==> src/rtl/bin_threshold_cfg_ctrl_pkg.sv <==
// Shared constants and types for the binarization threshold configuration path.
// Covers the packet framing bytes, acknowledge codes, the threshold address map and the parser states.
package bin_cfg_pkg;

    localparam logic [7:0] PKT_HDR = 8'hA5;
    localparam logic [7:0] ACK_OK  = 8'h5A;
    localparam logic [7:0] ACK_ERR = 8'hEE;

    localparam logic [7:0] ADDR_CB_UP   = 8'd0;
    localparam logic [7:0] ADDR_CB_DOWN = 8'd1;
    localparam logic [7:0] ADDR_CR_UP   = 8'd2;
    localparam logic [7:0] ADDR_CR_DOWN = 8'd3;

    localparam int NUM_REGS = 4;

    typedef enum logic [1:0] {IDLE, ADDR, DATA, CSUM} parse_state_t;

    function automatic logic [7:0] pkt_csum(input logic [7:0] addr, input logic [7:0] data);
        return addr ^ data ^ PKT_HDR;
    endfunction

endpackage

==> src/rtl/bin_threshold_cfg_ctrl_if.sv <==
// UART byte-stream handshake between uart_rx/uart_tx (master) and the config controller (slave).
interface bin_cfg_uart_if;
    logic [7:0] rx_data;
    logic       rx_valid;
    logic [7:0] tx_data;
    logic       tx_valid;
    logic       tx_ready;

    modport master (output rx_data, output rx_valid, output tx_ready,
                    input  tx_data, input  tx_valid);
    modport slave  (input  rx_data, input  rx_valid, input  tx_ready,
                    output tx_data, output tx_valid);
endinterface

==> src/rtl/bin_threshold_cfg_ctrl_pkt_parser.sv <==
// Threshold-write packet parser: header/addr/data/csum framing, inter-byte timeout, checksum check.
// Result pulses are combinational in the cycle the csum byte (or timeout) is seen.
module bin_cfg_pkt_parser
    import bin_cfg_pkg::*;
#(
    parameter int TIMEOUT_CYC = 50000
) (
    input  logic       clk,
    input  logic       rst,
    input  logic [7:0] rx_data,
    input  logic       rx_valid,
    output logic       wr_en,
    output logic [1:0] wr_addr,
    output logic [7:0] wr_data,
    output logic       bad_pkt,
    output logic       timeout
);

    localparam int CW = $clog2(TIMEOUT_CYC + 1);

    parse_state_t  state_reg, state_next;
    logic [7:0]    addr_reg, addr_next;
    logic [7:0]    data_reg, data_next;
    logic [CW-1:0] tmo_cnt_reg, tmo_cnt_next;

    always_ff @(posedge clk or posedge rst) begin
        if (rst) begin
            state_reg   <= IDLE;
            addr_reg    <= '0;
            data_reg    <= '0;
            tmo_cnt_reg <= '0;
        end else begin
            state_reg   <= state_next;
            addr_reg    <= addr_next;
            data_reg    <= data_next;
            tmo_cnt_reg <= tmo_cnt_next;
        end
    end

    always_comb begin
        state_next   = state_reg;
        addr_next    = addr_reg;
        data_next    = data_reg;
        tmo_cnt_next = (state_reg == IDLE) ? '0 : tmo_cnt_reg + CW'(1);
        wr_en        = 1'b0;
        bad_pkt      = 1'b0;
        timeout      = 1'b0;
        wr_addr      = addr_reg[1:0];
        wr_data      = data_reg;

        if (rx_valid) begin
            tmo_cnt_next = '0;
            case (state_reg)
                IDLE: if (rx_data == PKT_HDR) state_next = ADDR;
                ADDR: begin
                    addr_next  = rx_data;
                    state_next = DATA;
                end
                DATA: begin
                    data_next  = rx_data;
                    state_next = CSUM;
                end
                CSUM: begin
                    state_next = IDLE;
                    if (rx_data == pkt_csum(addr_reg, data_reg) && addr_reg <= ADDR_CR_DOWN)
                        wr_en = 1'b1;
                    else
                        bad_pkt = 1'b1;
                end
                default: state_next = IDLE;
            endcase
        end else if (state_reg != IDLE && tmo_cnt_reg == CW'(TIMEOUT_CYC - 1)) begin
            // Stalled mid-packet: abandon it silently apart from the error count.
            timeout      = 1'b1;
            state_next   = IDLE;
            tmo_cnt_next = '0;
        end
    end

endmodule

==> src/rtl/bin_threshold_cfg_ctrl.sv <==
// Binarization threshold config controller: shadow bank written from UART packets,
// copied into the active bank on a vsync rising edge so thresholds never change mid-frame.
module bin_threshold_cfg_ctrl
    import bin_cfg_pkg::*;
#(
    parameter int         TIMEOUT_CYC  = 50000,
    parameter logic [7:0] CB_UP_INIT   = 8'hFF,
    parameter logic [7:0] CB_DOWN_INIT = 8'h00,
    parameter logic [7:0] CR_UP_INIT   = 8'hFF,
    parameter logic [7:0] CR_DOWN_INIT = 8'hAF
) (
    input  logic           clk,
    input  logic           rst,
    bin_cfg_uart_if.slave  uart,
    input  logic           ycbcr_vsync,
    output logic [7:0]     data1_up,
    output logic [7:0]     data1_down,
    output logic [7:0]     data2_up,
    output logic [7:0]     data2_down,
    output logic           cfg_pending,
    output logic [7:0]     err_cnt
);

    logic       wr_en, bad_pkt, timeout;
    logic [1:0] wr_addr;
    logic [7:0] wr_data;

    bin_cfg_pkt_parser #(.TIMEOUT_CYC(TIMEOUT_CYC)) u_parser (
        .clk      (clk),
        .rst      (rst),
        .rx_data  (uart.rx_data),
        .rx_valid (uart.rx_valid),
        .wr_en    (wr_en),
        .wr_addr  (wr_addr),
        .wr_data  (wr_data),
        .bad_pkt  (bad_pkt),
        .timeout  (timeout)
    );

    logic       vsync_d_reg, cfg_pending_reg, tx_valid_reg;
    logic [7:0] tx_data_reg, err_cnt_reg, err_cnt_next;
    logic       vs_rise, commit, ack_due, ack_load, ack_drop;
    logic [1:0] err_inc;
    logic [8:0] err_sum;
    logic [7:0] active_val [NUM_REGS];

    assign vs_rise  = ycbcr_vsync & ~vsync_d_reg;
    assign commit   = vs_rise & cfg_pending_reg;
    assign ack_due  = wr_en | bad_pkt;
    assign ack_load = ack_due & (~tx_valid_reg | uart.tx_ready);
    assign ack_drop = ack_due & ~ack_load;

    // Commit reads the pre-edge shadow, so a same-cycle write waits for the next frame.
    for (genvar gi = 0; gi < NUM_REGS; gi++) begin : g_bank
        localparam logic [7:0] INIT = (gi == 0) ? CB_UP_INIT   :
                                      (gi == 1) ? CB_DOWN_INIT :
                                      (gi == 2) ? CR_UP_INIT   : CR_DOWN_INIT;
        logic [7:0] shadow_reg, active_reg;

        always_ff @(posedge clk or posedge rst) begin
            if (rst) begin
                shadow_reg <= INIT;
                active_reg <= INIT;
            end else begin
                if (wr_en && wr_addr == 2'(gi)) shadow_reg <= wr_data;
                if (commit) active_reg <= shadow_reg;
            end
        end

        assign active_val[gi] = active_reg;
    end

    assign err_inc      = 2'(bad_pkt) + 2'(ack_drop) + 2'(timeout);
    assign err_sum      = {1'b0, err_cnt_reg} + 9'(err_inc);
    assign err_cnt_next = err_sum[8] ? 8'hFF : err_sum[7:0];

    always_ff @(posedge clk or posedge rst) begin
        if (rst) begin
            vsync_d_reg     <= 1'b0;
            cfg_pending_reg <= 1'b0;
            tx_valid_reg    <= 1'b0;
            tx_data_reg     <= '0;
            err_cnt_reg     <= '0;
        end else begin
            vsync_d_reg <= ycbcr_vsync;
            err_cnt_reg <= err_cnt_next;
            if (wr_en)       cfg_pending_reg <= 1'b1;
            else if (commit) cfg_pending_reg <= 1'b0;
            if (ack_load) begin
                tx_valid_reg <= 1'b1;
                tx_data_reg  <= wr_en ? ACK_OK : ACK_ERR;
            end else if (tx_valid_reg && uart.tx_ready) begin
                tx_valid_reg <= 1'b0;
            end
        end
    end

    assign uart.tx_data  = tx_data_reg;
    assign uart.tx_valid = tx_valid_reg;
    assign data1_up      = active_val[0];
    assign data1_down    = active_val[1];
    assign data2_up      = active_val[2];
    assign data2_down    = active_val[3];
    assign cfg_pending   = cfg_pending_reg;
    assign err_cnt       = err_cnt_reg;

endmodule

==> src/flat_wrapper.sv <==
// flat-port wrapper written by rule: the top's interface ports become plain ports
module bin_threshold_cfg_ctrl_flat import bin_cfg_pkg::*;
#(
    parameter int         TIMEOUT_CYC  = 50000,
    parameter logic [7:0] CB_UP_INIT   = 8'hFF,
    parameter logic [7:0] CB_DOWN_INIT = 8'h00,
    parameter logic [7:0] CR_UP_INIT   = 8'hFF,
    parameter logic [7:0] CR_DOWN_INIT = 8'hAF
)
  (clk, rst, ycbcr_vsync, data1_up, data1_down, data2_up, data2_down, cfg_pending, err_cnt, uart_rx_data, uart_rx_valid, uart_tx_ready, uart_tx_data, uart_tx_valid);
  bin_cfg_uart_if uart_i ();
  input  logic clk;
  input  logic rst;
  input  logic ycbcr_vsync;
  output logic [7:0] data1_up;
  output logic [7:0] data1_down;
  output logic [7:0] data2_up;
  output logic [7:0] data2_down;
  output logic cfg_pending;
  output logic [7:0] err_cnt;
  input wire logic [$bits(uart_i.rx_data)-1:0] uart_rx_data;
  input wire logic [$bits(uart_i.rx_valid)-1:0] uart_rx_valid;
  input wire logic [$bits(uart_i.tx_ready)-1:0] uart_tx_ready;
  output wire logic [$bits(uart_i.tx_data)-1:0] uart_tx_data;
  output wire logic [$bits(uart_i.tx_valid)-1:0] uart_tx_valid;
  assign uart_i.rx_data = uart_rx_data;
  assign uart_i.rx_valid = uart_rx_valid;
  assign uart_i.tx_ready = uart_tx_ready;
  assign uart_tx_data = uart_i.tx_data;
  assign uart_tx_valid = uart_i.tx_valid;
  bin_threshold_cfg_ctrl #(.TIMEOUT_CYC(TIMEOUT_CYC), .CB_UP_INIT(CB_UP_INIT), .CB_DOWN_INIT(CB_DOWN_INIT), .CR_UP_INIT(CR_UP_INIT), .CR_DOWN_INIT(CR_DOWN_INIT)) u_core (.clk(clk), .rst(rst), .uart(uart_i), .ycbcr_vsync(ycbcr_vsync), .data1_up(data1_up), .data1_down(data1_down), .data2_up(data2_up), .data2_down(data2_down), .cfg_pending(cfg_pending), .err_cnt(err_cnt));
endmodule
==> config.mk <==
export PLATFORM = sky130hd
export DESIGN_NAME = bin_threshold_cfg_ctrl_flat
export DESIGN_NICKNAME = d
export VERILOG_FILES = /design/src/rtl/bin_threshold_cfg_ctrl_pkg.sv /design/src/rtl/bin_threshold_cfg_ctrl_if.sv /design/src/rtl/bin_threshold_cfg_ctrl_pkt_parser.sv /design/src/rtl/bin_threshold_cfg_ctrl.sv /design/src/flat_wrapper.sv
export SDC_FILE = /design/constraint.sdc
export NUM_CORES = 1
export LEC_CHECK = 0
export BUFFER_PORTS_ARGS = -buffer_cell sky130_fd_sc_hd__buf_2
export CORE_MARGIN = 3
export CORE_UTILIZATION = 61
export CTS_CLUSTER_DIAMETER = 30
export DETAILED_ROUTE_END_ITERATION = 8
export GPL_TIMING_DRIVEN = 0
export PLACE_DENSITY = 0.83
export SETUP_SLACK_MARGIN = 0.5
export SYNTH_ARGS = -nofsm -noshare
export SYNTH_HDL_FRONTEND = slang
export SYNTH_SLANG_ARGS = --single-unit
==> constraint.sdc <==
create_clock -name clk -period 5.6 [get_ports clk]
set_input_delay 0.56 -clock clk [delete_from_list [all_inputs] [get_ports clk]]
set_output_delay 0.56 -clock clk [all_outputs]
set_load 0.01 [all_outputs]
Word level (Yosys, flattened, before mapping)
Index checks and enable logic that the tools add are counted.
{"block": "totals", "output_inout_bits": 50, "in_bits": 13, "wordCells": 80, "mem_bits_ro": 0, "n_memories": 0, "mem_bits_rw": 0, "reg_bits": 117, "latchBits": 0}
{"block": "classes", "reduce_logical": 16, "muxes": 21, "eq_ne": 10, "addsub": 4, "n_lt_le_gt_ge": 1, "div_mod_pow": 0, "bitwise": 11, "mul": 0, "n_shift": 0}
{"op": "$mux 16", "n": 3}
{"op": "$add 16x1->16 const B", "n": 1}
{"op": "$eq 16x16->1 const B", "n": 1}
{"op": "$mux 8", "n": 2}
{"op": "$mux 1", "n": 12}
{"op": "$add 8x2->9", "n": 1}
{"op": "$eq 2x2->1 const B", "n": 4}
{"op": "$eq 8x8->1", "n": 1}
{"op": "$eq 8x8->1 const B", "n": 1}
{"op": "$le 8x2->1 const B", "n": 1}
{"op": "$pmux 2 s4", "n": 1}
{"op": "$reduce_bool 2->1", "n": 4}
{"op": "$xor 8x8->8", "n": 1}
{"op": "$logic_and 1x1->1", "n": 7}
{"op": "$mux 2", "n": 3}
{"op": "$reduce_and 2->1", "n": 3}
{"op": "$and 1x1->1", "n": 4}
{"op": "$eq 2x1->1 const B", "n": 2}
{"op": "$logic_not 2->1", "n": 2}
{"op": "$not 4->4", "n": 1}
{"op": "$ne 3x2->1 const B", "n": 1}
{"op": "$not 1->1", "n": 3}
{"op": "$add 1x1->2", "n": 1}
{"op": "$add 2x1->2", "n": 1}
{"op": "$or 1x1->1", "n": 2}

Longest topological paths before layout
{"block": "depth", "word_depth": 15, "ltp_mapped": 12, "depth_no_buf": 12}

Hierarchy
A second synthesis with hierarchy kept.
{"block": "unflattened", "cells_unflattened": 357, "area_unflattened_um2": 5013.6}
{"module": "bin_threshold_cfg_ctrl", "area_each_um2": 3146.8, "seq_area_each_um2": 2006.9, "instances": 1, "cells_per_inst": 201}
{"module": "bin_cfg_pkt_parser", "area_each_um2": 1866.8, "seq_area_each_um2": 850.8, "instances": 1, "cells_per_inst": 156}

Least setup slack after synthesis
No wires, ideal clock.
{"block": "synth_timing", "kind": "register -> register", "from": "register u_core.u_parser.tmo_cnt_reg[7]", "to": "register u_core.err_cnt_reg[7] (netlist: u_core.err_cnt[7])", "synth_period_minus_slack_ns": 2.909, "path_slack_ns": 2.691, "arrival_ns": 2.785, "path_stages_with_launch": 12, "setup_ns": 0.125, "cell_sequence": "dfrtp_1 -> clkbuf_1 -> nor4_1 -> nand4b_1 -> or3_1 -> fa_1 -> inv_1 -> ha_1 -> fa_1 -> nand2_1 -> nand2_1 -> mux2_2"}
{"block": "synth_via", "elab_chain_len": 7}
{"item": "start: declaration", "line_no": "bin_threshold_cfg_ctrl_pkt_parser.sv:24", "rtl": "logic [CW-1:0] tmo_cnt_reg, tmo_cnt_next;"}
{"item": "start signal: assignment", "line_no": "bin_threshold_cfg_ctrl_pkt_parser.sv:36", "rtl": "tmo_cnt_reg <= tmo_cnt_next;"}
{"item": "$eq 16x16->1", "line_no": "bin_threshold_cfg_ctrl_pkt_parser.sv:72", "rtl": "end else if (state_reg != IDLE && tmo_cnt_reg == CW'(TIMEOUT_CYC - 1)) begin"}
{"item": "$logic_and 1x1->1", "line_no": "bin_threshold_cfg_ctrl_pkt_parser.sv:72"}
{"item": "$mux 1", "line_no": "bin_threshold_cfg_ctrl_pkt_parser.sv:72"}
{"item": "$mux 1", "line_no": "bin_threshold_cfg_ctrl_pkt_parser.sv:51", "rtl": "if (rx_valid) begin"}
{"item": "$add 2x1->2", "line_no": "bin_threshold_cfg_ctrl.sv:73", "rtl": "assign err_inc = 2'(bad_pkt) + 2'(ack_drop) + 2'(timeout);"}
{"item": "$add 8x2->9", "line_no": "bin_threshold_cfg_ctrl.sv:74", "rtl": "assign err_sum = {1'b0, err_cnt_reg} + 9'(err_inc);"}
{"item": "$mux 8", "line_no": "bin_threshold_cfg_ctrl.sv:75", "rtl": "assign err_cnt_next = err_sum[8] ? 8'hFF : err_sum[7:0];"}
{"item": "via u_core.err_cnt_next[7]", "line_no": "bin_threshold_cfg_ctrl.sv:41", "rtl": "logic [7:0] tx_data_reg, err_cnt_reg, err_cnt_next;"}
{"item": "end signal: assignment", "line_no": "bin_threshold_cfg_ctrl.sv:86", "rtl": "err_cnt_reg <= err_cnt_next;"}
{"item": "end: declaration", "line_no": "bin_threshold_cfg_ctrl.sv:41"}
The timed path passes the listed nets, and every way through them passes these cells.
A chain may end at the register's enable or synchronous reset.

Worst setup path after layout
{"block": "layout_timing", "from": "register u_core.u_parser.tmo_cnt_reg[7]", "to": "register u_core.err_cnt_reg[1] (netlist: u_core.err_cnt[1])"}
The elaborated chain is that of the path after synthesis.

==> results.tsv <==
stage	metric	value	unit
outcome	status	finished clean	
yosys	synth_edf_count	0	
route	via_per_inst	5.627	
floorplanning	die_y	96.33	um
floorplanning	ios	63	
route	topRoutingLayerUsed	met4	
timing	finalMaxSlewViolations	0	
place	place_inst	526	
pwr	swShare	30.26	%
floorplanning	die_w	96.33	um
pwr	pwr-share-clk	26.4	%
route	met2_wirelength	4.608	mm
yosys	yosysMostFrequentCell	mux2_2	
yosys	yosysTopAreaCellShare	34.19	%
yosys	synth_cell_types	42	
critical_path	r2r_setup_slack	2350	ps
timing	fin_ws	2351	ps
critical_path	cp-endpoint	u_core.err_cnt[1]$_DFF_PP0_	
global_routing	grt_pass1_vias	3098	
critical_path	cp_max_fo	7	
pwr	p_leak	2.694	nW
clocking	path_clk_slew	100	ps
timing	slew_headroom	56.22	%
final_layout	synthToLayoutAreaGrowth	14.08	%
timing	rsz0062_at_grt	false	
route	drc	0	
timing	setup_tns	0	ps
clocking	h-tree-depth	3	
floorplanning	rows	32	
pwr	seq_power_share	49.2	%
global_routing	grt_max_degree	75	
yosys	syn_nets	384	
clocking	cts_tree	done	
critical_path	worstReg2RegStart	u_core.u_parser.tmo_cnt_reg[7]$_DFF_PP0_	
global_routing	gr-total-overflow	0	
clocking	insertion_delay	370	ps
floorplanning	die_area	9279	um^2
place	dpl_cell_area	5440	um^2
yosys	ys_seq_area_share	57.42	%
global_routing	grt_usage	21.08	%
final_layout	drive_gt1_share	50.00	%
timing	hold_viol_final	0	
place	hpwlAfterDp	6.587	mm
final_layout	register_area	2858	um^2
yosys	synth_largest_area_cell	dfrtp_1	
final_layout	nets	457	
critical_path	cp-start-kind	flop	
final_layout	diodes	0	
critical_path	path_class	flop to flop	
clocking	hold_buffers	0	
pwr	max-vdd-ir-drop	0.2386	mV
route	wl_per_cell	16.35	um
route	detail_route.iter0.violations	118	
yosys	synthesis.instances	362	
place	preCtsSetupSlack	2369	ps
yosys	synth_warnings	0	
clocking	clockBufferDepth	2	
yosys	synth.area.top_cells	dfrtp_1 (34%), dfstp_2 (23%), mux2_2 (19%)	
route	wl_met3	412	um
clocking	cts_inserted_buffers	9	
clocking	postCtsSetupBuffers	0	
yosys	synth_flop_cell	dfrtp_1	
critical_path	crit_required	5850	ps
clocking	ctsResizeCount	0	
floorplanning	initial_core_util	63.75	%
route	wl_met1	3.599	mm
pwr	cellPowerDensity	364.5	nW/um^2
final_layout	postLayoutCellArea	5678	um^2
place	io_buffers	61	
timing	finalSetupViolCount	0	
clocking	clock_tree.root_cell	clkbuf_8	
critical_path	startpoint	u_core.u_parser.tmo_cnt_reg[7]$_DFF_PP0_	
route	first_pass_iters	4	
critical_path	end_kind	flop	
final_layout	instances_no_fill	542	
timing	post-route-period-util	58.02	%
place	gp_congestion	0.8108	
global_routing	antenna_found_initial	0	
route	num_vias	3050	
timing	worst-slew-pin-transition	651.8	ps
pwr	switchingPower	626.3	uW
yosys	yosys-top-cells-count	mux2_2 (84), dfrtp_1 (68), dfstp_2 (44)	
hold_path	hold_class	input pin to async pin	
yosys	syn-cell-area	4977	um^2
final_layout	nFillCells	550	
timing	worst_clock_skew	10.59	ps
critical_path	r2r_cells	12	
timing	max_freq	307.8	MHz
timing	layout_min_cycle_time	3249	ps
yosys	async_flop_share	100.0	%
critical_path	arrival	3500	ps
route	totalWireLength	8.861	mm
final_layout	multi_input_area	2018	um^2
job	maxCapViolCount	0	
pwr	pwr-share-comb	24.5	%
global_routing	grt_pass1_wl	14.75	mm
final_layout	largest_reg_flops	32	
floorplanning	core	7807	um^2
timing	hold_slack	215.9	ps
pwr	p_int	1.443	mW
route	postRouteAntennaNets	0	
critical_path	rr_endpoint	u_core.err_cnt[1]$_DFF_PP0_	
clocking	cts.sinks	112	
yosys	ys_ff_latch	112	
yosys	synth_area_per_cell	13.75	um^2
[final cells by class]
| class | count | area share (%) |
|---|---|---|
| clock inverter | 6 | 1.763 |
| buffer | 14 | 1.256 |
| inverter | 8 | 0.5729 |
| clock buffer | 10 | 2.424 |
| multi-input combinational | 228 | 35.54 |
| timing repair buffer | 62 | 5.862 |
| sequential | 112 | 50.33 |
| tap | 102 | 2.248 |
[stage by stage]
step / utilization [%] / total power [mW]
6_report: 72.72 / 2.069
2_1_floorplan: - / 1.398
3_3_place_gp: 69.29 / 1.506
3_5_place_dp: 69.68 / 1.537
5_1_grt: 72.72 / 2.186
4_1_cts: 72.72 / 2.084
[worst min path at each step]
stage	start	end	slack, ps	cells past startpoint
2_1_floorplan	u_core.u_parser.tmo_cnt_reg[0]$_DFF_PP0_	u_core.u_parser.tmo_cnt_reg[0]$_DFF_PP0_	440	1
3_3_place_gp	u_core.u_parser.tmo_cnt_reg[0]$_DFF_PP0_	u_core.u_parser.tmo_cnt_reg[0]$_DFF_PP0_	460	1
3_5_place_dp	u_core.u_parser.tmo_cnt_reg[0]$_DFF_PP0_	u_core.u_parser.tmo_cnt_reg[0]$_DFF_PP0_	480	1
4_1_cts	rst	u_core.u_parser.tmo_cnt_reg[0]$_DFF_PP0_	220	2
5_1_grt	rst	u_core.u_parser.tmo_cnt_reg[8]$_DFF_PP0_	240	2
6_report	rst	u_core.u_parser.tmo_cnt_reg[7]$_DFF_PP0_	220	2
[layer usage]
metal  vias to the layer above  global-route usage, %
li1                       1437                      -
met1                      1534                  25.51
met2                        60                  36.23
met3                        19                  4.535
met4                         0                  9.346
met5                         -                      0
[critical path, cell delays in order (launching register included)]
cell and delay (ps):
dfrtp_1 370, clkbuf_1 180, nor4_1 380, nand4b_1 190, or3_1 410, fa_1 490, inv_1 40, ha_1 200
fa_1 430, nand2_1 100, nor2_1 70, nand3_1 190, nand2b_1 90
[logic make-up (layout without fill, tap and decap cells)]
group                    Yosys count  in the layout  share of synthesized area [%]
flip-flops                       112            112                          57.42
AND/OR/NAND/NOR                   93             93                          10.99
multiplexers                      84             84                          19.00
XOR/XNOR                          24             24                          6.033
buffers and inverters             22            100                          2.036
AO/OA/AOI/OAI                     17             17                          1.885
adder cells (fa/ha/maj)            9              9                          2.564
other                              1              1                        0.07534
[power by group through the flow]
stage	combinational [mW]	sequential (mW)	clock, mW
after floorplan	0.393	1.00	0
after global placement	0.480	1.03	0
after detailed placement	0.505	1.03	0
after CTS	0.509	1.02	0.558
after global routing	0.554	1.04	0.595
final	0.506	1.02	0.545
[placed cells by master, fill, tap and decap left out, types with 9 or more instances in the layout]
cell | synthesis | routed
mux2_2 | 84 | 84
dfrtp_1 | 68 | 68
buf_2 | 0 | 61
dfstp_2 | 44 | 44
nor2_1 | 20 | 20
nand2_1 | 14 | 14
nand4_1 | 13 | 13
xor2_1 | 12 | 12
clkbuf_8 | 0 | 10
clkbuf_1 | 9 | 9
Power figures use the tool's default switching activity.
